File: src/rtl/openhw_fpu_pkg.sv
// Shared FPU post-processing definitions: op codes, rounding-mode constants
// and the quotient-sign helper used by the rounding-sign resolver.
package openhw_fpu_pkg;

  typedef enum logic [1:0] {
    OP_NONE = 2'b00,
    OP_FMA  = 2'b01,
    OP_DIV  = 2'b10,
    OP_CVT  = 2'b11
  } op_e;

  localparam logic [2:0] RNE = 3'b000;
  localparam logic [2:0] RDN = 3'b010;

  // Sqrt results take only the radicand sign; divides take the xor of both.
  function automatic logic quot_sign(input logic xs, input logic ys, input logic sqrt);
    return xs ^ (ys & ~sqrt);
  endfunction

endpackage

File: src/rtl/openhw_roundsign_lane.sv
// Combinational single-lane pre-rounding sign selector.
module openhw_roundsign_lane
  import openhw_fpu_pkg::*;
(
  input  logic [1:0] i_op,
  input  logic [2:0] i_frm,
  input  logic       i_xs,
  input  logic       i_ys,
  input  logic       i_cvt_cs,
  input  logic       i_fma_ss,
  input  logic       i_sqrt,
  input  logic       i_fma_zero,
  output logic       o_ms_c
);

  // Exact-zero FMA cancellation yields -0 only when rounding toward -inf.
  always_comb begin
    o_ms_c = 1'b0;
    case (op_e'(i_op))
      OP_FMA:  o_ms_c = i_fma_zero ? (i_frm == RDN) : i_fma_ss;
      OP_DIV:  o_ms_c = quot_sign(i_xs, i_ys, i_sqrt);
      OP_CVT:  o_ms_c = i_cvt_cs;
      default: o_ms_c = 1'b0;
    endcase
  end

endmodule

File: src/rtl/openhw_roundsign_pipe.sv
// Multi-lane rounding-sign resolver followed by a STAGES-deep elastic
// valid/ready pipeline with synchronous flush.
module openhw_roundsign_pipe
  import openhw_fpu_pkg::*;
#(
  parameter int unsigned LANES  = 2,
  parameter int unsigned STAGES = 2,
  parameter int unsigned TAGW   = 4
) (
  input  logic               clk,
  input  logic               reset_n,
  input  logic               Flush,
  input  logic               InValid,
  output logic               InReady,
  input  logic [TAGW-1:0]    InTag,
  input  logic [2:0]         Frm,
  input  logic [LANES-1:0]   Xs,
  input  logic [LANES-1:0]   Ys,
  input  logic [LANES-1:0]   CvtCs,
  input  logic [LANES-1:0]   FmaSs,
  input  logic [LANES-1:0]   Sqrt,
  input  logic [LANES-1:0]   FmaZero,
  input  logic [2*LANES-1:0] OpSel,
  output logic               OutValid,
  input  logic               OutReady,
  output logic [TAGW-1:0]    OutTag,
  output logic [LANES-1:0]   Ms
);

  logic [LANES-1:0]  w_ms;
  logic [STAGES-1:0] w_load;
  logic              w_in_acc;

  logic [STAGES-1:0] r_vld;
  logic [TAGW-1:0]   r_tag [STAGES];
  logic [LANES-1:0]  r_ms  [STAGES];

  for (genvar i = 0; i < LANES; i++) begin : g_lane
    openhw_roundsign_lane u_lane (
      .i_op       (OpSel[2*i +: 2]),
      .i_frm      (Frm),
      .i_xs       (Xs[i]),
      .i_ys       (Ys[i]),
      .i_cvt_cs   (CvtCs[i]),
      .i_fma_ss   (FmaSs[i]),
      .i_sqrt     (Sqrt[i]),
      .i_fma_zero (FmaZero[i]),
      .o_ms_c     (w_ms[i])
    );
  end

  // Slot k may load if downstream is ready or any slot at or after k is empty.
  always_comb begin
    logic acc;
    w_load = '0;
    acc    = OutReady;
    for (int k = STAGES - 1; k >= 0; k--) begin
      acc       = acc | ~r_vld[k];
      w_load[k] = acc;
    end
  end

  assign InReady  = ~Flush & w_load[0];
  assign w_in_acc = InValid & InReady;

  always_ff @(posedge clk or negedge reset_n) begin
    if (!reset_n) begin
      r_vld <= '0;
      for (int k = 0; k < STAGES; k++) begin
        r_tag[k] <= '0;
        r_ms[k]  <= '0;
      end
    end else begin
      if (w_load[0]) begin
        r_vld[0] <= w_in_acc;
        r_tag[0] <= InTag;
        r_ms[0]  <= w_ms;
      end
      for (int k = 1; k < STAGES; k++) begin
        if (w_load[k]) begin
          r_vld[k] <= r_vld[k-1];
          r_tag[k] <= r_tag[k-1];
          r_ms[k]  <= r_ms[k-1];
        end
      end
      // Flush wins over any advance; stale data is harmless once invalid.
      if (Flush) r_vld <= '0;
    end
  end

  assign OutValid = r_vld[STAGES-1];
  assign OutTag   = r_tag[STAGES-1];
  assign Ms       = r_ms[STAGES-1];

endmodule

File: config.mk
export PLATFORM = sky130hd
export DESIGN_NAME = openhw_roundsign_pipe
export DESIGN_NICKNAME = d
export VERILOG_FILES = /design/src/rtl/openhw_fpu_pkg.sv /design/src/rtl/openhw_roundsign_lane.sv /design/src/rtl/openhw_roundsign_pipe.sv
export SDC_FILE = /design/constraint.sdc
export NUM_CORES = 1
export LEC_CHECK = 0
export BUFFER_PORTS_ARGS = -buffer_cell sky130_fd_sc_hd__buf_2
export CAP_MARGIN = 25
export CORE_MARGIN = 2
export CORE_UTILIZATION = 39
export CTS_CLUSTER_DIAMETER = 80
export DETAILED_ROUTE_END_ITERATION = 6
export GPL_TIMING_DRIVEN = 0
export PLACE_DENSITY = 0.82
export SYNTH_ARGS = -nofsm -noshare
export SYNTH_HDL_FRONTEND = slang
export SYNTH_SLANG_ARGS = --single-unit
File: constraint.sdc
create_clock -name clk -period 1 [get_ports clk]
set_input_delay 0.2 -clock clk [delete_from_list [all_inputs] [get_ports clk]]
set_output_delay 0.2 -clock clk [all_outputs]
set_load 0.01 [all_outputs]
Word level (Yosys, flattened, before mapping) --
Cells that the tools add are included.
Word-level totals: register bits 14, input bits 28, output and inout bits 8, word-level logic and storage cells 35
Cells by class: equality and inequality tests 7, muxes and demuxes 7, bitwise operators 13, reduce and logical (&&, ||, !) cells 2
Operator list (count):
- 2-bit == test, second input constant | 4
- 1-bit one-hot mux with 3 select lines | 2
- 1-bit inverter | 5
- 1-bit AND | 4
- 2-bit by 1-bit == test with 1-bit output, second input constant | 2
- 1-bit 2-to-1 mux | 4
- 2-bit nonzero test | 2
- 3-bit by 2-bit == test with 1-bit output, second input constant | 1
- 2-bit 2-to-1 mux | 1
- 1-bit bitwise OR | 2
- 1-bit bitwise XOR | 2

Depth between registers and ports, before layout --
word-level depth 7, mapped depth 4, depth with buffers taken out 3

By module --
A second synthesis with hierarchy kept.
Second synthesis, totals: cells, all modules 55, area, all modules 767.0 um^2
By module, submodules not included:
- openhw_roundsign_pipe | times used 1, cells an instance 39, area each 621.8 um^2, seq. area each 350.3 um^2
- openhw_roundsign_lane | times used 2, cells an instance 8, area each 72.6 um^2, seq. area each 0.0 um^2

Least setup slack after synthesis --
No wires, ideal clock.
path type reg-to-reg, start register r_vld[1], end register r_tag[4] (netlist bit), library setup time 0.125 ns, data arrival time 1.003 ns, data required time 0.875 ns, setup slack -0.128 ns, cell stages (with the launch flop) 4, path buffers 1, clock period less this slack 1.128 ns, path through dfrtp_1 -> and3b_1 -> buf_6 -> mux2_2
Between the ends: longest elaborated chain between the ends 3
RTL lines:
- start, declared | line openhw_roundsign_pipe.sv:34 | logic [STAGES-1:0] r_vld;
- start signal, assigned by index | line openhw_roundsign_pipe.sv:81 | r_vld[k] <= r_vld[k-1];
- 1-bit inverter | line openhw_roundsign_pipe.sv:58 | acc = acc | ~r_vld[k];
- 1-bit bitwise OR (2 in a row) | line openhw_roundsign_pipe.sv:58
- end signal, assigned by index | line openhw_roundsign_pipe.sv:82 | r_tag[k] <= r_tag[k-1];
- end, declared | line openhw_roundsign_pipe.sv:35 | logic [TAGW-1:0] r_tag [STAGES];
Every way passes these cells. A chain may end at the register's enable or synchronous reset.

Worst setup path in the final report --
start register r_vld[1], end output port InReady
Between the ends: longest elaborated chain between the ends 4
RTL lines:
- 1-bit inverter | line openhw_roundsign_pipe.sv:58
- 1-bit bitwise OR (2 in a row) | line openhw_roundsign_pipe.sv:58
- 1-bit AND | line openhw_roundsign_pipe.sv:63 | assign InReady = ~Flush & w_load[0];
- end, declared | line openhw_roundsign_pipe.sv:14 | output logic InReady,
Every way passes these cells.

==> report_table.html <==
<table>
<tr><th>Metric</th><th>Value</th></tr>
<tr><th colspan="2">Critical path</th></tr>
<tr><td>Endpoint type of the worst setup path</td><td>primary output</td></tr>
<tr><td>Data required time at the worst endpoint</td><td>approximately 800 ps</td></tr>
<tr><td>Startpoint Class</td><td>register</td></tr>
<tr><td>Maximum fanout along the worst path</td><td>3</td></tr>
<tr><td>Arrival time reported for the critical path endpoint</td><td>1050 ps</td></tr>
<tr><td>Critical path type</td><td>reg -&gt; out</td></tr>
<tr><td>Reg2reg path depth</td><td>3</td></tr>
<tr><th colspan="2">Drt</th></tr>
<tr><td>Total routed wirelength</td><td>roughly 1300 microns</td></tr>
<tr><td>Drt drc</td><td>0</td></tr>
<tr><td>Initial DRT Pass Iterations</td><td>4</td></tr>
<tr><td>Vias post-DR</td><td>589</td></tr>
<tr><td>Drt wl/cell</td><td>around 10 microns</td></tr>
<tr><td>Via density per instance</td><td>around 4.7</td></tr>
<tr><td>Remaining antenna violation count</td><td>0</td></tr>
<tr><td>Violation count after the first detailed-route iteration</td><td>1</td></tr>
<tr><th colspan="2">Floorplan</th></tr>
<tr><td>Number of top-level pins</td><td>36</td></tr>
<tr><td>Core area</td><td>0.001727 sq mm</td></tr>
<tr><td>Height of the die</td><td>around 47 microns</td></tr>
<tr><td>Die footprint</td><td>between 0.002 and 0.0025 sq mm</td></tr>
<tr><td>Horizontal extent of the die</td><td>46.73 microns</td></tr>
<tr><td>Initial standard-cell utilization of the core</td><td>0.4123</td></tr>
<tr><td>Row count</td><td>15</td></tr>
<tr><th colspan="2">Run</th></tr>
<tr><td># Max-Cap Violations</td><td>0</td></tr>
<tr><th colspan="2">Layout</th></tr>
<tr><td>Layout Area Growth over Synthesis</td><td>43.76%</td></tr>
<tr><td>Final nets</td><td>130</td></tr>
<tr><td>Final cell count without fillers</td><td>about 130</td></tr>
<tr><td>Final-layout fill cell count</td><td>151</td></tr>
<tr><td>Proportion of layout cells with a drive suffix above 1</td><td>0.6200</td></tr>
<tr><td>Antenna fix cells</td><td>0</td></tr>
<tr><th colspan="2">Power</th></tr>
<tr><td>IR drop worst, VDD</td><td>0.6259 mV</td></tr>
<tr><td>Switching share of power</td><td>0.2246</td></tr>
<tr><td>Part of the total power dissipated in the clock network</td><td>0.240</td></tr>
<tr><td>Cell-internal power</td><td>about 0.00093 W</td></tr>
<tr><td>Power per cell area</td><td>between 1000 and 1500 mW/mm^2</td></tr>
<tr><td>Gate power share</td><td>0.229</td></tr>
<tr><td>Switching component of the power</td><td>around 0.00027 W</td></tr>
<tr><td>Sequential Power Share</td><td>0.530</td></tr>
<tr><td>Leak</td><td>around 0.5 nW</td></tr>
<tr><th colspan="2">STA</th></tr>
<tr><td>Post-layout worst setup margin</td><td>-250.1 ps</td></tr>
<tr><td>Unrepaired setup endpoints after global routing</td><td>yes</td></tr>
<tr><td>Slew @ Worst Pin</td><td>roughly 300 ps</td></tr>
<tr><td>Final-layout worst hold slack</td><td>133.3 ps</td></tr>
<tr><td>Peak clock frequency supported by timing</td><td>799.9 MHz</td></tr>
<tr><td>Relative max-transition margin</td><td>0.7968</td></tr>
<tr><td>Post-route clock period utilization</td><td>1.250</td></tr>
<tr><td>Fin crit period</td><td>1250 ps</td></tr>
<tr><td>Pins over their slew limit</td><td>0</td></tr>
<tr><td>Setup Viol. Count Final</td><td>15</td></tr>
<tr><td>Final number of hold-violating endpoints</td><td>0</td></tr>
<tr><td>Post-route clock skew</td><td>approximately 8.1 ps</td></tr>
<tr><th colspan="2">Global route</th></tr>
<tr><td>First-pass GRT wire length</td><td>about 2100 microns</td></tr>
<tr><td>Pin count of the biggest net entering global routing</td><td>15</td></tr>
<tr><td>Number of global-route vias before repair</td><td>about 550</td></tr>
<tr><td>All-layer global routing usage</td><td>0.1319</td></tr>
<tr><td>Initial antenna violation count</td><td>0</td></tr>
<tr><td>Remaining global-route overflow</td><td>0</td></tr>
<tr><th colspan="2">Synth</th></tr>
<tr><td>Synthesized area divided by synthesized cell count</td><td>~12 sq um</td></tr>
<tr><td>Number of distinct library cells after synthesis</td><td>15</td></tr>
<tr><td>Most numerous cell in the Yosys netlist</td><td>sky130_fd_sc_hd__dfrtp_1</td></tr>
<tr><td>Total number of yosys warnings</td><td>0</td></tr>
<tr><td>Cell count after synthesis</td><td>60</td></tr>
<tr><td>Number of enable flip-flop cells after synthesis</td><td>0</td></tr>
<tr><td>Post-synth top area share</td><td>0.4921</td></tr>
<tr><td>Cell Area, Synth</td><td>711.9 sq um</td></tr>
<tr><td>Post-synth net total</td><td>around 90</td></tr>
<tr><td>Total of flip-flops plus latches after synthesis</td><td>14</td></tr>
<tr><td>Async SR Flop Fraction</td><td>1.000</td></tr>
<tr><td>Post-synthesis cell type with the largest combined area</td><td>sky130_fd_sc_hd__dfrtp_1</td></tr>
<tr><td>Most used flip-flop cell after synthesis</td><td>sky130_fd_sc_hd__dfrtp_1</td></tr>
<tr><td>Top cells by area in the synthesized netlist</td><td>sky130_fd_sc_hd__dfrtp_1 49%, sky130_fd_sc_hd__mux2_2 16%, sky130_fd_sc_hd__buf_4 6.3%</td></tr>
<tr><td>Commonest cells in the netlist</td><td>14 x sky130_fd_sc_hd__dfrtp_1, 10 x sky130_fd_sc_hd__mux2_2, 8 x sky130_fd_sc_hd__nor2_1, 6 x sky130_fd_sc_hd__buf_4, 4 x sky130_fd_sc_hd__nand2_1</td></tr>
<tr><td>Seq/Total Area, Yosys</td><td>0.4921</td></tr>
<tr><th colspan="2">Clocking</th></tr>
<tr><td>CTS Sinks</td><td>14</td></tr>
<tr><td>CTS clock-pin slew for the worst setup and hold paths</td><td>about 70 ps</td></tr>
<tr><td>Maximum number of buffers from clock root to sink</td><td>2</td></tr>
<tr><td>Library cell used as clock root buffer</td><td>sky130_fd_sc_hd__clkbuf_4</td></tr>
<tr><td>H-tree depth reported by CTS</td><td>1</td></tr>
<tr><td>Skew-Pair Late Insertion Delay</td><td>260 ps</td></tr>
<tr><td>TritonCTS clock tree</td><td>done</td></tr>
<tr><td>Total clock buffers created by CTS</td><td>3</td></tr>
<tr><th colspan="2">Placement</th></tr>
<tr><td>Placer congestion estimate</td><td>just over 0.6</td></tr>
<tr><td>Cells after DPL</td><td>between 100 and 150</td></tr>
<tr><td>Number of port buffers</td><td>35</td></tr>
<tr><th colspan="2">Min path</th></tr>
<tr><td>Type of the most critical hold path</td><td>in -&gt; reg</td></tr>
<tr><td>Hold depth</td><td>2</td></tr>
<tr><th colspan="2">Outcome</th></tr>
<tr><td>Outcome</td><td>finished with violations</td></tr>
<tr><td>Violated checks</td><td>negative setup slack</td></tr>
</table>
## registers in the layout, summed over array words and instances (netlist names)
signal and cells:
OutTag 4, r_tag 4, Ms 2, r_ms 2, r_vld 2
## final cells by class
type | instances | area, sq um | share of cell area
flip-flops and latches | 14 | 350.3 | 0.3423
well taps | 25 | 31.28 | 0.03056
clock buffers | 3 | 22.52 | 0.02200
plain buffers | 2 | 18.77 | 0.01834
multi-input cells | 38 | 325.3 | 0.3178
repair buffers | 43 | 275.3 | 0.2689
## cells by family after synthesis
family,share of synthesized area
compound gates,0.09139
buf+inv,0.08610
flops,0.4921
mux,0.1582
simple gates,0.1722
## path summary, 6_finish.rpt
path / from / end / slack (ps)
setup / recovery: r_vld[1] / InReady / -250
hold / removal: Flush / r_vld[1] / 130
setup reg to reg: r_vld[1] / r_tag[6] / -200
hold reg to reg: r_ms[2] / r_ms[2] / 480
max in group asynchronous: reset_n / Ms[0] / 410
min in group asynchronous: reset_n / r_tag[5] / 350
## timing repair
action,CTS,global route
pin swaps,1,2
gates resized for setup,8,1
hold buffers,1,0
hold endpoints to repair,14,0
buffers inserted,6,1
setup endpoints to repair,19,21
## cells in the final DEF (no fill, tap or decap), drive strengths merged
cell and instances:
buf 44, dfrtp 14, mux2 10, nor2 8
nand2 4, nor2b 3, clkbuf 3, nand2b 2
and2 2, and4bb 2, a211oi 2, a311oi 2
o41ai 2, and3b 1, dlygate4sd3 1
## metrics by stage
stage	util	area [sq um]	total power, W	setup TNS (ps)	setup slack [ps]
final	0.5928	1023	0.001197	-1829	-250.1
after global routing	0.5928	1023	0.001261	-2615	-314.6
after CTS	0.6000	1036	0.001220	-2552	-332.6
after detailed placement	0.5464	943.4	0.0008833	-1380	-147.9
after global placement	0.5464	943.4	0.0008735	-1145	-118.9
after floorplan	-	737.0	0.0007752	-1408	-127.5
## critical path, cell delays in order, from the launching register on
cell and delay (ps):
sky130_fd_sc_hd__dfrtp_1 380, sky130_fd_sc_hd__and3b_1 200, sky130_fd_sc_hd__nor2_2 90, sky130_fd_sc_hd__buf_2 120
## per-layer routing
metal	vias to the layer above	routed length, microns	global-route usage
met3	2	80	0.01176
met2	27	630	0.2250
li1	288	-	-
met4	0	18	0.05000
met5	-	0	0
met1	272	565	0.1731
## power groups by stage
stage	Combinational (W)	Clock, W	Sequential, W
after floorplan	0.000137	0	0.000638
after global placement	0.000233	0	0.000640
after detailed placement	0.000240	0	0.000644
after CTS	0.000280	0.000304	0.000636
after global routing	0.000300	0.000321	0.000640
final	0.000274	0.000288	0.000635
(Power assumes the default switching activity.)
